===== config.mk =====
export PLATFORM = sky130hd
export DESIGN_NAME = v7_peak_reader_flat
export DESIGN_NICKNAME = d
export VERILOG_FILES = /design/src/rtl/v7_peak_reader_pkg.sv /design/src/rtl/v7_peak_reader_if.sv /design/src/rtl/v7_peak_reader_event_slot.sv /design/src/rtl/v7_peak_reader.sv /design/src/flat_wrapper.sv
export SDC_FILE = /design/constraint.sdc
export NUM_CORES = 1
export LEC_CHECK = 0
export BUFFER_PORTS_ARGS = -buffer_cell sky130_fd_sc_hd__buf_2
export CORE_MARGIN = 3
export CORE_UTILIZATION = 50
export DETAILED_ROUTE_END_ITERATION = 8
export PLACE_DENSITY_LB_ADDON = 0.2
export REMOVE_ABC_BUFFERS = 1
export SLEW_MARGIN = 40
export SYNTH_ARGS = -nofsm -noshare
export SYNTH_HDL_FRONTEND = slang
export SYNTH_SLANG_ARGS = --single-unit

===== constraint.sdc =====
create_clock -name i_clk -period 3.2 [get_ports i_clk]
set_input_delay 0.16 -clock i_clk [delete_from_list [all_inputs] [get_ports i_clk]]
set_output_delay 0.16 -clock i_clk [all_outputs]
set_load 0.05 [all_outputs]

===== src/rtl/v7_peak_reader_pkg.sv =====
// Shared types and default parameters for the v7 peak reader.
package v7_peak_reader_pkg;

    // Default configuration matching the v7 shaping filter output.
    localparam int unsigned DEF_DW      = 36;
    localparam int unsigned DEF_TS_W    = 32;
    localparam int unsigned DEF_WID_W   = 12;
    localparam int          DEF_THR_HI  = 1000;
    localparam int          DEF_THR_LO  = 500;
    localparam int unsigned DEF_MAX_WID = 1024;
    localparam int unsigned DEF_DEAD_T  = 4;

    typedef enum logic [1:0] {
        StIdle,
        StTrack,
        StDead
    } v7_pr_state_t;

    // Event record at the default widths; the top builds the same layout from its parameters.
    typedef struct packed {
        logic signed [DEF_DW-1:0] amp;
        logic [DEF_WID_W-1:0]     width;
        logic [DEF_TS_W-1:0]      ts;
        logic                     pileup;
    } ev_rec_t;

    function automatic int unsigned max_u(input int unsigned a, input int unsigned b);
        return (a > b) ? a : b;
    endfunction

endpackage


===== src/rtl/v7_peak_reader_if.sv =====
// Event record handshake between the peak reader and the readout logic.
interface v7_peak_reader_if
    import v7_peak_reader_pkg::*;
#(
    parameter int unsigned DW    = DEF_DW,
    parameter int unsigned TS_W  = DEF_TS_W,
    parameter int unsigned WID_W = DEF_WID_W
) ();

    logic                 ev_valid;
    logic                 ev_ready;
    logic signed [DW-1:0] ev_amp;
    logic [WID_W-1:0]     ev_width;
    logic [TS_W-1:0]      ev_ts;
    logic                 ev_pileup;

    modport master (
        output ev_valid,
        output ev_amp,
        output ev_width,
        output ev_ts,
        output ev_pileup,
        input  ev_ready
    );

    modport slave (
        input  ev_valid,
        input  ev_amp,
        input  ev_width,
        input  ev_ts,
        input  ev_pileup,
        output ev_ready
    );

endinterface


===== src/rtl/v7_peak_reader_event_slot.sv =====
// Single-entry valid/ready output register with load/release/drop decision and drop counter.
module v7_peak_reader_event_slot #(
    parameter int unsigned REC_W = 81
) (
    input  logic             i_clk,
    input  logic             i_reset,
    input  logic             i_emit,
    input  logic [REC_W-1:0] i_rec,
    input  logic             i_ready,
    output logic             o_valid,
    output logic [REC_W-1:0] o_rec,
    output logic [15:0]      o_drop_cnt
);

    logic             r_valid;
    logic [REC_W-1:0] r_rec;
    logic [15:0]      r_drop_cnt;

    logic w_release;
    logic w_load;
    logic w_drop;
    logic w_valid_nxt;

    // Decide whether an emitted record is loaded or dropped; a same-cycle release frees the slot.
    always_comb begin
        w_release   = r_valid & i_ready;
        w_load      = i_emit & (~r_valid | w_release);
        w_drop      = i_emit & r_valid & ~i_ready;
        w_valid_nxt = w_load | (r_valid & ~w_release);
    end

    // Slot register and saturating drop counter.
    always_ff @(posedge i_clk) begin
        if (i_reset) begin
            r_valid    <= 1'b0;
            r_rec      <= '0;
            r_drop_cnt <= '0;
        end else begin
            r_valid <= w_valid_nxt;
            if (w_load) begin
                r_rec <= i_rec;
            end
            if (w_drop && (r_drop_cnt != 16'hFFFF)) begin
                r_drop_cnt <= r_drop_cnt + 16'd1;
            end
        end
    end

    assign o_valid    = r_valid;
    assign o_rec      = r_rec;
    assign o_drop_cnt = r_drop_cnt;

endmodule


===== src/rtl/v7_peak_reader.sv =====
// Pulse detector for the v7 trapezoid stream: hysteresis arm/release, peak, width and timestamp.
module v7_peak_reader
    import v7_peak_reader_pkg::*;
#(
    parameter int unsigned DW      = DEF_DW,
    parameter int unsigned TS_W    = DEF_TS_W,
    parameter int unsigned WID_W   = DEF_WID_W,
    parameter int          THR_HI  = DEF_THR_HI,
    parameter int          THR_LO  = DEF_THR_LO,
    parameter int unsigned MAX_WID = DEF_MAX_WID,
    parameter int unsigned DEAD_T  = DEF_DEAD_T
) (
    input  logic                 i_clk,
    input  logic                 i_reset,
    input  logic signed [DW-1:0] i_data_in,
    v7_peak_reader_if.master     ev_if,
    output logic [15:0]          o_drop_cnt,
    output logic                 o_busy
);

    // Thresholds sign-extended so every compare is a signed DW-bit compare.
    localparam logic signed [DW-1:0] THR_HI_S = DW'(THR_HI);
    localparam logic signed [DW-1:0] THR_LO_S = DW'(THR_LO);

    // The internal width counter is wide enough to reach MAX_WID even when WID_W is narrower,
    // so pile-up is still detected after the reported width has saturated.
    localparam int unsigned    CW        = max_u(WID_W, $clog2(MAX_WID + 1));
    localparam logic [CW-1:0]  CNT_MAX   = '1;
    localparam logic [CW-1:0]  WID_ONES  = CW'({WID_W{1'b1}});
    localparam logic [CW-1:0]  MAX_WID_C = CW'(MAX_WID);

    localparam int unsigned    DCW       = (DEAD_T > 1) ? $clog2(DEAD_T) : 1;
    localparam logic [DCW-1:0] DEAD_LAST = (DEAD_T == 0) ? '0 : DCW'(DEAD_T - 1);

    typedef struct packed {
        logic signed [DW-1:0] amp;
        logic [WID_W-1:0]     width;
        logic [TS_W-1:0]      ts;
        logic                 pileup;
    } rec_t;

    localparam int unsigned REC_W = $bits(rec_t);

    v7_pr_state_t         r_state;
    logic [TS_W-1:0]      r_ts;
    logic signed [DW-1:0] r_max;
    logic [CW-1:0]        r_width;
    logic [TS_W-1:0]      r_ts_cap;
    logic [DCW-1:0]       r_dead_cnt;

    v7_pr_state_t         w_state_nxt;
    logic signed [DW-1:0] w_max_nxt;
    logic [CW-1:0]        w_width_nxt;
    logic [TS_W-1:0]      w_ts_cap_nxt;
    logic [DCW-1:0]       w_dead_nxt;
    logic                 w_emit;
    logic                 w_above_hi;
    logic                 w_above_lo;
    rec_t                 w_rec;
    rec_t                 w_slot_rec;
    logic                 w_slot_valid;

    assign w_above_hi = i_data_in > THR_HI_S;
    assign w_above_lo = i_data_in > THR_LO_S;

    // Next-state logic: arm on THR_HI, track peak and width until THR_LO, then optional dead time.
    always_comb begin
        w_state_nxt  = r_state;
        w_max_nxt    = r_max;
        w_width_nxt  = r_width;
        w_ts_cap_nxt = r_ts_cap;
        w_dead_nxt   = r_dead_cnt;
        w_emit       = 1'b0;
        unique case (r_state)
            StIdle: begin
                if (w_above_hi) begin
                    w_state_nxt  = StTrack;
                    w_max_nxt    = i_data_in;
                    w_width_nxt  = CW'(1);
                    w_ts_cap_nxt = r_ts;
                end
            end
            StTrack: begin
                if (w_above_lo) begin
                    if (r_width != CNT_MAX) begin
                        w_width_nxt = r_width + CW'(1);
                    end
                    if (i_data_in > r_max) begin
                        w_max_nxt = i_data_in;
                    end
                end else begin
                    // Ending sample is not part of the pulse; record uses the current width.
                    w_emit      = 1'b1;
                    w_dead_nxt  = '0;
                    w_state_nxt = (DEAD_T == 0) ? StIdle : StDead;
                end
            end
            StDead: begin
                if (r_dead_cnt == DEAD_LAST) begin
                    w_state_nxt = StIdle;
                end else begin
                    w_dead_nxt = r_dead_cnt + DCW'(1);
                end
            end
            default: begin
                w_state_nxt = StIdle;
            end
        endcase
    end

    // Record presented to the slot when the pulse ends.
    always_comb begin
        w_rec.amp    = r_max;
        w_rec.width  = (r_width > WID_ONES) ? WID_ONES[WID_W-1:0] : r_width[WID_W-1:0];
        w_rec.ts     = r_ts_cap;
        w_rec.pileup = (r_width >= MAX_WID_C);
    end

    // FSM, tracking registers and free-running timestamp.
    always_ff @(posedge i_clk) begin
        if (i_reset) begin
            r_state    <= StIdle;
            r_ts       <= '0;
            r_max      <= '0;
            r_width    <= '0;
            r_ts_cap   <= '0;
            r_dead_cnt <= '0;
        end else begin
            r_state    <= w_state_nxt;
            r_ts       <= r_ts + TS_W'(1);
            r_max      <= w_max_nxt;
            r_width    <= w_width_nxt;
            r_ts_cap   <= w_ts_cap_nxt;
            r_dead_cnt <= w_dead_nxt;
        end
    end

    v7_peak_reader_event_slot #(
        .REC_W (REC_W)
    ) u_event_slot (
        .i_clk      (i_clk),
        .i_reset    (i_reset),
        .i_emit     (w_emit),
        .i_rec      (w_rec),
        .i_ready    (ev_if.ev_ready),
        .o_valid    (w_slot_valid),
        .o_rec      (w_slot_rec),
        .o_drop_cnt (o_drop_cnt)
    );

    assign ev_if.ev_valid  = w_slot_valid;
    assign ev_if.ev_amp    = w_slot_rec.amp;
    assign ev_if.ev_width  = w_slot_rec.width;
    assign ev_if.ev_ts     = w_slot_rec.ts;
    assign ev_if.ev_pileup = w_slot_rec.pileup;
    assign o_busy          = (r_state != StIdle);

endmodule


===== src/flat_wrapper.sv =====
// flat-port wrapper written by rule: the top's interface ports become plain ports
module v7_peak_reader_flat import v7_peak_reader_pkg::*;
#(
    parameter int unsigned DW      = DEF_DW,
    parameter int unsigned TS_W    = DEF_TS_W,
    parameter int unsigned WID_W   = DEF_WID_W,
    parameter int          THR_HI  = DEF_THR_HI,
    parameter int          THR_LO  = DEF_THR_LO,
    parameter int unsigned MAX_WID = DEF_MAX_WID,
    parameter int unsigned DEAD_T  = DEF_DEAD_T
)
  (i_clk, i_reset, i_data_in, o_drop_cnt, o_busy, ev_if_ev_valid, ev_if_ev_amp, ev_if_ev_width, ev_if_ev_ts, ev_if_ev_pileup, ev_if_ev_ready);
  v7_peak_reader_if #(.DW(DW), .TS_W(TS_W), .WID_W(WID_W)) ev_if_i ();
  input  logic i_clk;
  input  logic i_reset;
  input  logic signed [DW-1:0] i_data_in;
  output logic [15:0] o_drop_cnt;
  output logic o_busy;
  output wire logic [$bits(ev_if_i.ev_valid)-1:0] ev_if_ev_valid;
  output wire logic [$bits(ev_if_i.ev_amp)-1:0] ev_if_ev_amp;
  output wire logic [$bits(ev_if_i.ev_width)-1:0] ev_if_ev_width;
  output wire logic [$bits(ev_if_i.ev_ts)-1:0] ev_if_ev_ts;
  output wire logic [$bits(ev_if_i.ev_pileup)-1:0] ev_if_ev_pileup;
  input wire logic [$bits(ev_if_i.ev_ready)-1:0] ev_if_ev_ready;
  assign ev_if_ev_valid = ev_if_i.ev_valid;
  assign ev_if_ev_amp = ev_if_i.ev_amp;
  assign ev_if_ev_width = ev_if_i.ev_width;
  assign ev_if_ev_ts = ev_if_i.ev_ts;
  assign ev_if_ev_pileup = ev_if_i.ev_pileup;
  assign ev_if_i.ev_ready = ev_if_ev_ready;
  v7_peak_reader #(.DW(DW), .TS_W(TS_W), .WID_W(WID_W), .THR_HI(THR_HI), .THR_LO(THR_LO), .MAX_WID(MAX_WID), .DEAD_T(DEAD_T)) u_core (.i_clk(i_clk), .i_reset(i_reset), .i_data_in(i_data_in), .ev_if(ev_if_i), .o_drop_cnt(o_drop_cnt), .o_busy(o_busy));
endmodule

=== Word level (Yosys, flattened, before mapping) ===
Index checks and enable logic that the tools add are counted.

* Register bits: 214
* Bits in latches: 0
* RAM bits: 0
* ROM bits: 0
* Input bits: 39
* Output and inout bits: 99
* Logic and storage cells: 68
* Memories kept: 0

* $add $sub $neg: 4
* Multipliers: 0
* Divide/modulo/power cells: 0
* Order comparisons: 5
* Equal/unequal tests: 12
* Shift operators: 0
* Muxes and demuxes: 18
* Bitwise logic cells: 10
* Reductions and logical operators: 10

{| class="wikitable"
|+ Operator list
! cell !! number
|-
| $mux W36 || 3
|-
| $pmux W36 S2 || 1
|-
| $mux W12 || 4
|-
| $gt A36 B10 Y1 const B || 1
|-
| $gt A36 B11 Y1 const B || 1
|-
| $gt A36 B36 Y1 || 1
|-
| $add A32 B1 Y32 const B || 1
|-
| $pmux W12 S2 || 1
|-
| $add A16 B1 Y16 const B || 1
|-
| $ne A16 B16 Y1 const B || 1
|-
| $add A12 B1 Y12 const B || 1
|-
| $ge A12 B11 Y1 const B || 1
|-
| $gt A12 B12 Y1 const B || 1
|-
| $ne A12 B12 Y1 const B || 1
|-
| $mux W2 || 5
|-
| $ne A2 B1 Y1 const B || 5
|-
| $reduce_and A4 Y1 || 2
|-
| $pmux W2 S3 || 1
|-
| $reduce_and A3 Y1 || 2
|-
| $reduce_bool A2 Y1 || 3
|-
| $and A1 B1 Y1 || 5
|-
| $eq A2 B2 Y1 const B || 2
|-
| $ne A2 B2 Y1 const B || 2
|-
| $pmux W2 S2 || 1
|-
| other kinds (8) || 12
|}

=== Longest topological paths before layout ===
Gate-level depths: netlist (run 1).

* Depth after elaboration: 6
* Depth in mapped cells: 11
* Depth with buffers taken out: 9

=== Hierarchy ===
A second synthesis (run 1) with hierarchy kept.

* Cell total of the unflattened synthesis: 1114
* Area total of the unflattened synthesis: 9506.6 µm²

{| class="wikitable"
|+ Modules (own cells, without submodules)
! module !! times used !! cells each !! area an instance (µm²) !! sequential area each (µm²)
|-
| v7_peak_reader || 1 || 658 || 5881.9 || 2322.2
|-
| v7_peak_reader_event_slot || 1 || 456 || 3624.7 || 1961.9
|}

=== Worst setup path after synthesis (run 1) ===
No wires, ideal clock.

* Path type: flip-flop to flip-flop
* From: reg u_core.r_max[21]
* To: reg u_core.r_max[10]
* Library setup time: 0.072 ns
* Arrival: 2.467 ns
* Required time: 3.128 ns
* Setup slack: 0.661 ns
* Cell stages (with the launch flop): 12
* Path buffers: 2
* Period minus slack after synthesis: 2.539 ns
* Cells stage by stage: dfxtp_1 inv_1 ha_1 a21oi_1 o21ai_1 a221oi_1 o221ai_1 or4_1 a31oi_1 buf_6 buf_8 mux2i_1

* Cells in the longest elaborated chain, start to end: 3

{| class="wikitable"
|+ Ends and longest elaborated chain
! item !! RTL line !! RTL
|-
| start, declared || v7_peak_reader.sv:46 || <nowiki>logic signed [DW-1:0] r_max;</nowiki>
|-
| start signal, assigned || v7_peak_reader.sv:131 || <nowiki>r_max <= w_max_nxt;</nowiki>
|-
| $gt A36 B36 Y1 || v7_peak_reader.sv:88 || <nowiki>if (i_data_in > r_max) begin</nowiki>
|-
| $ne A2 B1 Y1 (no line) || -- ||
|-
| $reduce_and A4 Y1 (no line) || -- ||
|}

Every way passes these cells.
A chain may end at the register's enable or synchronous reset.

=== Final worst setup path (run 1) ===
* From: in i_data_in[13]
* To: reg u_core.u_event_slot.r_drop_cnt[14], in the netlist u_core.u_event_slot.o_drop_cnt[14]

* Cells in the longest elaborated chain, start to end: 6

{| class="wikitable"
|+ Ends and longest elaborated chain
! item !! RTL line !! RTL
|-
| start, declared || flat_wrapper.sv:16 || <nowiki>input logic signed [DW-1:0] i_data_in;</nowiki>
|-
| $gt A36 B10 Y1 || v7_peak_reader.sv:64 || <nowiki>assign w_above_lo = i_data_in > THR_LO_S;</nowiki>
|-
| $mux W1 || v7_peak_reader.sv:84 || <nowiki>if (w_above_lo) begin</nowiki>
|-
| $mux W1 || v7_peak_reader.sv:74 || <nowiki>unique case (r_state)</nowiki>
|-
| $and A1 B1 Y1 (2 in a row) || v7_peak_reader_event_slot.sv:28 || <nowiki>w_drop = i_emit & r_valid & ~i_ready;</nowiki>
|-
| $logic_and A1 B1 Y1 || v7_peak_reader_event_slot.sv:43 || <nowiki>if (w_drop && (r_drop_cnt != 16'hFFFF)) begin</nowiki>
|-
| end signal, assigned || v7_peak_reader_event_slot.sv:44 || <nowiki>r_drop_cnt <= r_drop_cnt + 16'd1;</nowiki>
|-
| end, declared || v7_peak_reader_event_slot.sv:17 || <nowiki>logic [15:0] r_drop_cnt;</nowiki>
|}

Every way passes these cells.

==> summary.txt, run 1 <==
Timing
  – Worst relative slew slack: between 50% and 60%
  – Max-slew violation count: 0
  – Clock skew: ~0.0090 ns
  – Minimum clock period: 3.04 ns
  – # setup viols final: 0
  – Fin Hold WS: 0.121 ns
  – Unrepaired setup endpoints after global routing: no
  – Max frequency: 329 MHz
  – Worst slew pin tran: 0.665 ns
  – Final period utilization: 95.0%
  – Setup TNS: 0 ns
  – Final hold vios: 0

Clocking
  – Post-CTS setup buffer count: 0
  – Max H-tree Level: 1
  – Worst skew pair latency: 0.51 ns
  – CTS tree: built
  – Num CTS Buffers: 24
  – Clk buf depth: 3
  – Root Driver: clkbuf_16
  – Reg clk slew, reported paths: 0.06 ns
  – CTS Sinks: 214

Pwr
  – Gate power share: 23.8%
  – Pwr per Cell Area: 625 nW/um^2
  – Worst VDD drop: 0.580 mV
  – Switching power: around 0.0022 W
  – LEAKAGE: 4.61 nW
  – Share of power burned in registers: 41.8%
  – Cell-internal power: 0.00493 W
  – Clock share of power: 34.4%
  – Sw Share: a little under a third

Floorplanning
  – Initial Util: about 52%
  – Die height: roughly 140 um
  – Ports: 138
  – Num rows: between 40 and 50
  – Die Footprint: between 20000 and 25000 sq um
  – Die Span X: 144 um
  – Core Area: 18300 sq um

Placement
  – Routability Congestion: 0.793
  – Placed cells: 1433
  – Detail Placement HPWL: 14000 um
  – Number of buffers added on ports: 137

Routing
  – Via/cell ratio: 5.21
  – Wire per inst: 14.1 um
  – ANT nets after route: 0
  – Drt pass-1 iters: 4
  – DR iter-0 viols: 342
  – Via Count: 7838
  – Remaining DRCs: 0
  – Detailed Route WL: 21200 um

Critical path
  – Setup crit end kind: flip-flop
  – Critical Path AT: 3.48 ns
  – Critical path fanouts, max: 16
  – CP Class: primary input to flip-flop
  – Critical path startpoint category: primary input
  – Critical Path RT: 3.64 ns

Cells and area
  – Syn-to-layout area delta: 20.4%
  – Commonest non-fill, non-tap cell in the layout: dfxtp_1
  – Layout cell share with drive strength beyond 1: around 15%
  – ANT cells: 0
  – Commonest non-fill, non-tap cells in the layout: dfxtp_1, nand2_1, buf_2, a21oi_1, nor2_1
  – Layout Cells excl Fill: 1505
  – Nets: 1349

GRT
  – Global-route usage over all layers: 20.1%
  – Vias in the first global route: 7369
  – Antenna violations before repair: 0
  – Grt total ovfl: 0
  – Global-route wire length before repair: 35300 um
  – Pin count of the biggest net entering global routing: 92

Yosys
  – Top cell type's share of synthesized area: between 40% and 50%
  – Post-synth top area cell: dfxtp_1
  – Unique masters post-synth: 55
  – Predominant post-synthesis flop cell: dfxtp_1
  – Mapped Avg Cell Area: roughly 8.5 sq um
  – Post-synthesis sequential area ratio: 44.9%
  – Number of synthesized flops with an enable pin: 0
  – Largest cells by area after synthesis: dfxtp_1, nand2_1, mux2i_1
  – Synth warnings: 0
  – Asr flop ratio synth: 0%
  – FF+latch count, synth: 214
  – Synth Instances: between 1000 and 1500
  – Mapped Area: 9530 sq um

Run
  – Max-cap check violation count: 0

Min path
  – Hold WC Path Type: primary input to flip-flop

Run status
  – Status: finished, final reports clean
cell usage after synthesis, drive strengths merged, types with 2 or more instances:
library cell	number
nand4	12
o21bai	2
and3	9
inv	49
or4	4
a21boi	3
o21ai	11
ha	44
nor2b	7
nand3	24
and2	5
nand2b	71
nor3	18
or3	8
nand2	199
xnor2	35
and4	11
a31oi	2
nor3b	2
dfxtp	214
nor2	95
clkbuf	38
o211a	2
o41ai	2
a21oi	113
o21a	3
mux2i	65
xor2	9
buf	22
nor4	17
o31ai	3
final timing paths:
check | start | to | slack, ns | depth (start not counted)
worst max-delay path | i_data_in[13] | u_core.u_event_slot.o_drop_cnt[14] | 0.16 | 8
worst min-delay path | i_reset | u_core.r_state[1] | 0.12 | 2
worst max register to register | u_core.r_max[21] | u_core.r_max[18] | 0.34 | 10
worst min register to register | u_core.u_event_slot.o_rec[52] | u_core.u_event_slot.o_rec[52] | 0.45 | 2
layer usage:
| layer | wire, um | up-vias | GRT usage (%) |
|---|---|---|---|
| met4 | 348 | 0 | 3.96 |
| met2 | 10100 | 141 | 35.2 |
| met3 | 935 | 27 | 3.08 |
| li1 | - | 4027 | - |
| met1 | 9850 | 3643 | 26.6 |
| met5 | 0 | - | 0 |
power by group through the flow:
stage / clock, W / combinational, W / sequential (W)
after global placement: 0 / 0.00165 / 0.00304
after detailed placement: 0 / 0.00168 / 0.00305
after global routing: 0.00264 / 0.00188 / 0.00302
after CTS: 0.00253 / 0.00172 / 0.00299
after floorplan: 0 / 0.00114 / 0.00313
final: 0.00247 / 0.00171 / 0.00300
critical path, cell delays in order:
cell and delay [ns]:
dlygate4sd3_1 0.54, buf_2 0.15, nor4_1 0.59, nand4_1 0.38, o41ai_4 0.53, nand3_2 0.39
or4_1 0.59, a21oi_1 0.14
registers in the layout, indices dropped and copies added, names as in the netlist:
| signal | flops |
|---|---|
| u_core.r_dead_cnt | 2 |
| u_core.r_max | 36 |
| u_core.r_state | 2 |
| u_core.r_ts | 32 |
| u_core.r_ts_cap | 32 |
| u_core.r_width | 12 |
| u_core.u_event_slot.o_drop_cnt | 16 |
| u_core.u_event_slot.o_rec | 81 |
| u_core.u_event_slot.o_valid | 1 |
stage by stage:
step / util, % / setup slack [ns] / total power [W] / cell area [sq um]
detailed placement: 56.8 / 0.252 / 0.00473 / 10400
CTS: 62.5 / 0.137 / 0.00724 / 11500
global route: 62.6 / 0.0100 / 0.00755 / 11500
finish: 62.6 / 0.160 / 0.00717 / 11500
floorplan: - / -2.90 / 0.00427 / 9240
global placement: 56.7 / 0.298 / 0.00469 / 10400
logic make-up after synthesis:
group / Yosys count / synth area share, %
AND/OR/NAND/NOR: 487 / 24.3
multiplexers: 65 / 6.83
flip-flops: 214 / 44.9
adder cells (fa/ha/maj): 44 / 5.78
buffers and inverters: 109 / 4.96
XOR/XNOR: 44 / 4.04
AO/OA/AOI/OAI: 152 / 9.12
what timing repair did:
item,4_1_cts,5_1_grt
hold endpoints to repair,36,0
endpoints found under the setup margin,0,2
hold buffers,36,0
resized for setup,0,1
cell type report:
type	instances	area, sq um
inverter	49	184
clock inverter	7	50.0
timing repair buffer	185	1190
fill	1606	6860
tap	229	287
clock buffer	29	649
multi-input combinational	792	4830
sequential	214	4280
Note: power is estimated with default switching activity, not from simulation.
==> inputs of run 2 (changes only) <==
==> constraint.sdc (replaced) <==
create_clock -name i_clk -period 3.5 [get_ports i_clk]
set_input_delay 0.175 -clock i_clk [delete_from_list [all_inputs] [get_ports i_clk]]
set_output_delay 0.175 -clock i_clk [all_outputs]
set_load 0.05 [all_outputs]
==> summary.txt, run 2 (synthesized netlist as in run 1, its figures left out) <==
Run status
  – Status: finished, final reports clean

Min path
  – Hold WC Path Type: primary input to flip-flop
  – Hold path cells: 4 (+2)
  – WHS Endpoint: u_core.u_event_slot.o_valid
  – HP Start: ev_if_ev_ready

Floorplanning
  – Die height: 144 um (unchanged)
  – Initial Util: 52.0% (unchanged)
  – Num rows: 49 (unchanged)
  – Die Footprint: 20800 sq um (unchanged)
  – Core Area: 18300 sq um (unchanged)
  – Ports: 138 (unchanged)
  – Die Span X: 144 um (unchanged)

Routing
  – Drt pass-1 iters: 4 (unchanged)
  – Remaining DRCs: 0 (unchanged)
  – Via/cell ratio: 5.15 (-1.1%)
  – DR iter-0 viols: 290 (-15%)
  – Detailed Route WL: 20900 um (-1.4%)
  – Via Count: 7769 (-0.88%)
  – Wire per inst: 13.9 um (-1.6%)
  – ANT nets after route: 0 (unchanged)

Pwr
  – Worst VDD drop: 0.336 mV (-42%)
  – Pwr per Cell Area: 585 nW/um^2 (-6.5%)
  – Gate power share: 22.9% (-0.9 points)
  – Sw Share: 30.4% (-0.90 points)
  – Switching power: 0.00205 W (-8.6%)
  – Clock share of power: 36.6% (+2.2 points)
  – Cell-internal power: 0.00470 W (-4.6%)
  – Share of power burned in registers: 40.6% (-1.2 points)
  – LEAKAGE: 4.65 nW (+0.91%)

Critical path
  – Critical path fanouts, max: 55 (+39)
  – Setup crit end kind: flip-flop
  – Reg-to-Reg End: u_core.r_max[0]
  – Reg2Reg Depth: 10 (unchanged)
  – Flop-to-flop setup slack: 0.60 ns (+0.26 ns)
  – Launch point of the worst reg-to-reg path: u_core.r_max[21]
  – Critical Path RT: 3.85 ns (+0.21 ns)
  – Critical path startpoint category: primary input
  – CP Class: primary input to flip-flop
  – Critical Path AT: 3.39 ns (-0.09 ns)

Timing
  – Clock skew: 0.00629 ns (-0.00271 ns)
  – # setup viols final: 0 (unchanged)
  – Final hold vios: 0 (unchanged)
  – Minimum clock period: a little over 3 ns
  – Worst relative slew slack: 48.9% (-6.4 points)
  – Final worst setup slack: 0.457 ns (+0.297 ns)
  – Worst slew pin tran: 0.767 ns (+0.102 ns)
  – Max-slew violation count: 0 (unchanged)
  – Max frequency: 329 MHz
  – Unrepaired setup endpoints after global routing: no
  – Final period utilization: 86.9%

Cells and area
  – Fin util: 63.0% (+0.38 points)
  – Nets: 1346 (-0.22%)
  – Final Cell Area: 11500 sq um (+0.61%)
  – Layout cell share with drive strength beyond 1: 15.5% (+0.26 points)
  – Commonest non-fill, non-tap cells in the layout: dfxtp_1, nand2_1, buf_2, a21oi_1, nor2_1
  – Commonest non-fill, non-tap cell in the layout: dfxtp_1
  – ANT cells: 0 (unchanged)
  – Layout Cells excl Fill: 1509 (+0.27%)
  – Largest register FFs: 81 (unchanged)
  – Syn-to-layout area delta: 21.1%

GRT
  – Global-route wire length before repair: 34600 um (-1.8%)
  – Global-route usage over all layers: 19.7% (-0.44 points)
  – Vias in the first global route: 7259 (-1.5%)
  – Grt total ovfl: 0 (unchanged)
  – Antenna violations before repair: 0 (unchanged)
  – Pin count of the biggest net entering global routing: 131 (+42%)

Clocking
  – Clk buf depth: 3 (unchanged)
  – Post-CTS setup buffer count: 0 (unchanged)
  – Reg clk slew, reported paths: 0.06 ns (about the same)
  – Num CTS Buffers: 24 (unchanged)
  – Max H-tree Level: 1 (unchanged)
  – Root Driver: clkbuf_16
  – CTS tree: built
  – Worst skew pair latency: 0.50 ns (about the same)
  – CTS Sinks: 214 (unchanged)

Placement
  – Routability Congestion: 0.779 (-1.8%)
  – Pre-CTS WS: 0.556 ns (+0.304 ns)
  – Detail Placement HPWL: 13700 um (-2.2%)
  – Number of buffers added on ports: 137 (unchanged)
  – Placed cells: 1432 (-0.070%)
  – Cell Area, Placed: 10400 sq um (-0.13%)

Run
  – Max-cap check violation count: 0 (unchanged)
-- run 2: layout make-up --
| cell class | instances | area [sq um] |
|---|---|---|
| multi-input combinational | 792 | 4820 |
| tap | 229 | 287 |
| timing repair buffer | 182 | 1170 |
| fill | 1603 | 6790 |
| clock buffer | 38 | 774 |
| clock inverter | 5 | 25.0 |
| sequential | 214 | 4280 |
| inverter | 49 | 184 |
-- run 2: power by group through the flow --
stage | sequential [W] | combinational [W] | clock, W
final | 0.00274 | 0.00154 | 0.00247
after detailed placement | 0.00279 | 0.00152 | 0
after floorplan | 0.00287 | 0.00104 | 0
after CTS | 0.00274 | 0.00155 | 0.00252
after global routing | 0.00276 | 0.00171 | 0.00264
after global placement | 0.00278 | 0.00150 | 0
-- run 2: critical path, cell delays in order --
cell	delay [ns]
dlygate4sd3_1	0.53
buf_2	0.14
nor4_1	0.52
nand4_1	0.38
o41ai_4	0.50
and2_1	0.23
nand2_2	0.35
buf_12	0.35
nand2_1	0.12
a21oi_1	0.07
-- run 2: worst max path at each step --
stage / start / endpoint / slack (ns) / depth (start not counted)
6_report: i_data_in[12] / u_core.u_event_slot.o_rec[63] / 0.46 / 10
3_5_place_dp: i_data_in[12] / u_core.u_event_slot.o_rec[76] / 0.56 / 9
2_1_floorplan: i_data_in[15] / u_core.r_max[0] / -2.61 / 6
5_1_grt: i_data_in[12] / u_core.u_event_slot.o_rec[63] / 0.33 / 10
3_3_place_gp: i_data_in[12] / u_core.u_event_slot.o_rec[69] / 0.62 / 9
4_1_cts: i_data_in[12] / u_core.u_event_slot.o_rec[63] / 0.49 / 10
-- run 2: metrics by stage --
step	TNS (ns)	total power (W)	hold slack [ns]
3_3_place_gp	0	0.00428	0.439
3_5_place_dp	0	0.00430	0.443
5_1_grt	0	0.00711	0.0381
6_report	0	0.00675	0.0144
4_1_cts	0	0.00681	0.000640
2_1_floorplan	-163.59	0.00390	0.242
-- run 2: per-layer routing --
metal | track usage, % | share of wire [%] | vias to the layer above
met5 | 0 | 0 | -
met4 | 4.66 | 1.8 | 0
met3 | 3.24 | 4.6 | 31
met2 | 33.0 | 46 | 132
met1 | 26.7 | 47 | 3575
li1 | - | - | 4031
-- run 2: what timing repair did --
item	4_1_cts	5_1_grt
endpoints found under the hold margin	34	0
hold buffers	34	0
gates resized for setup	0	0
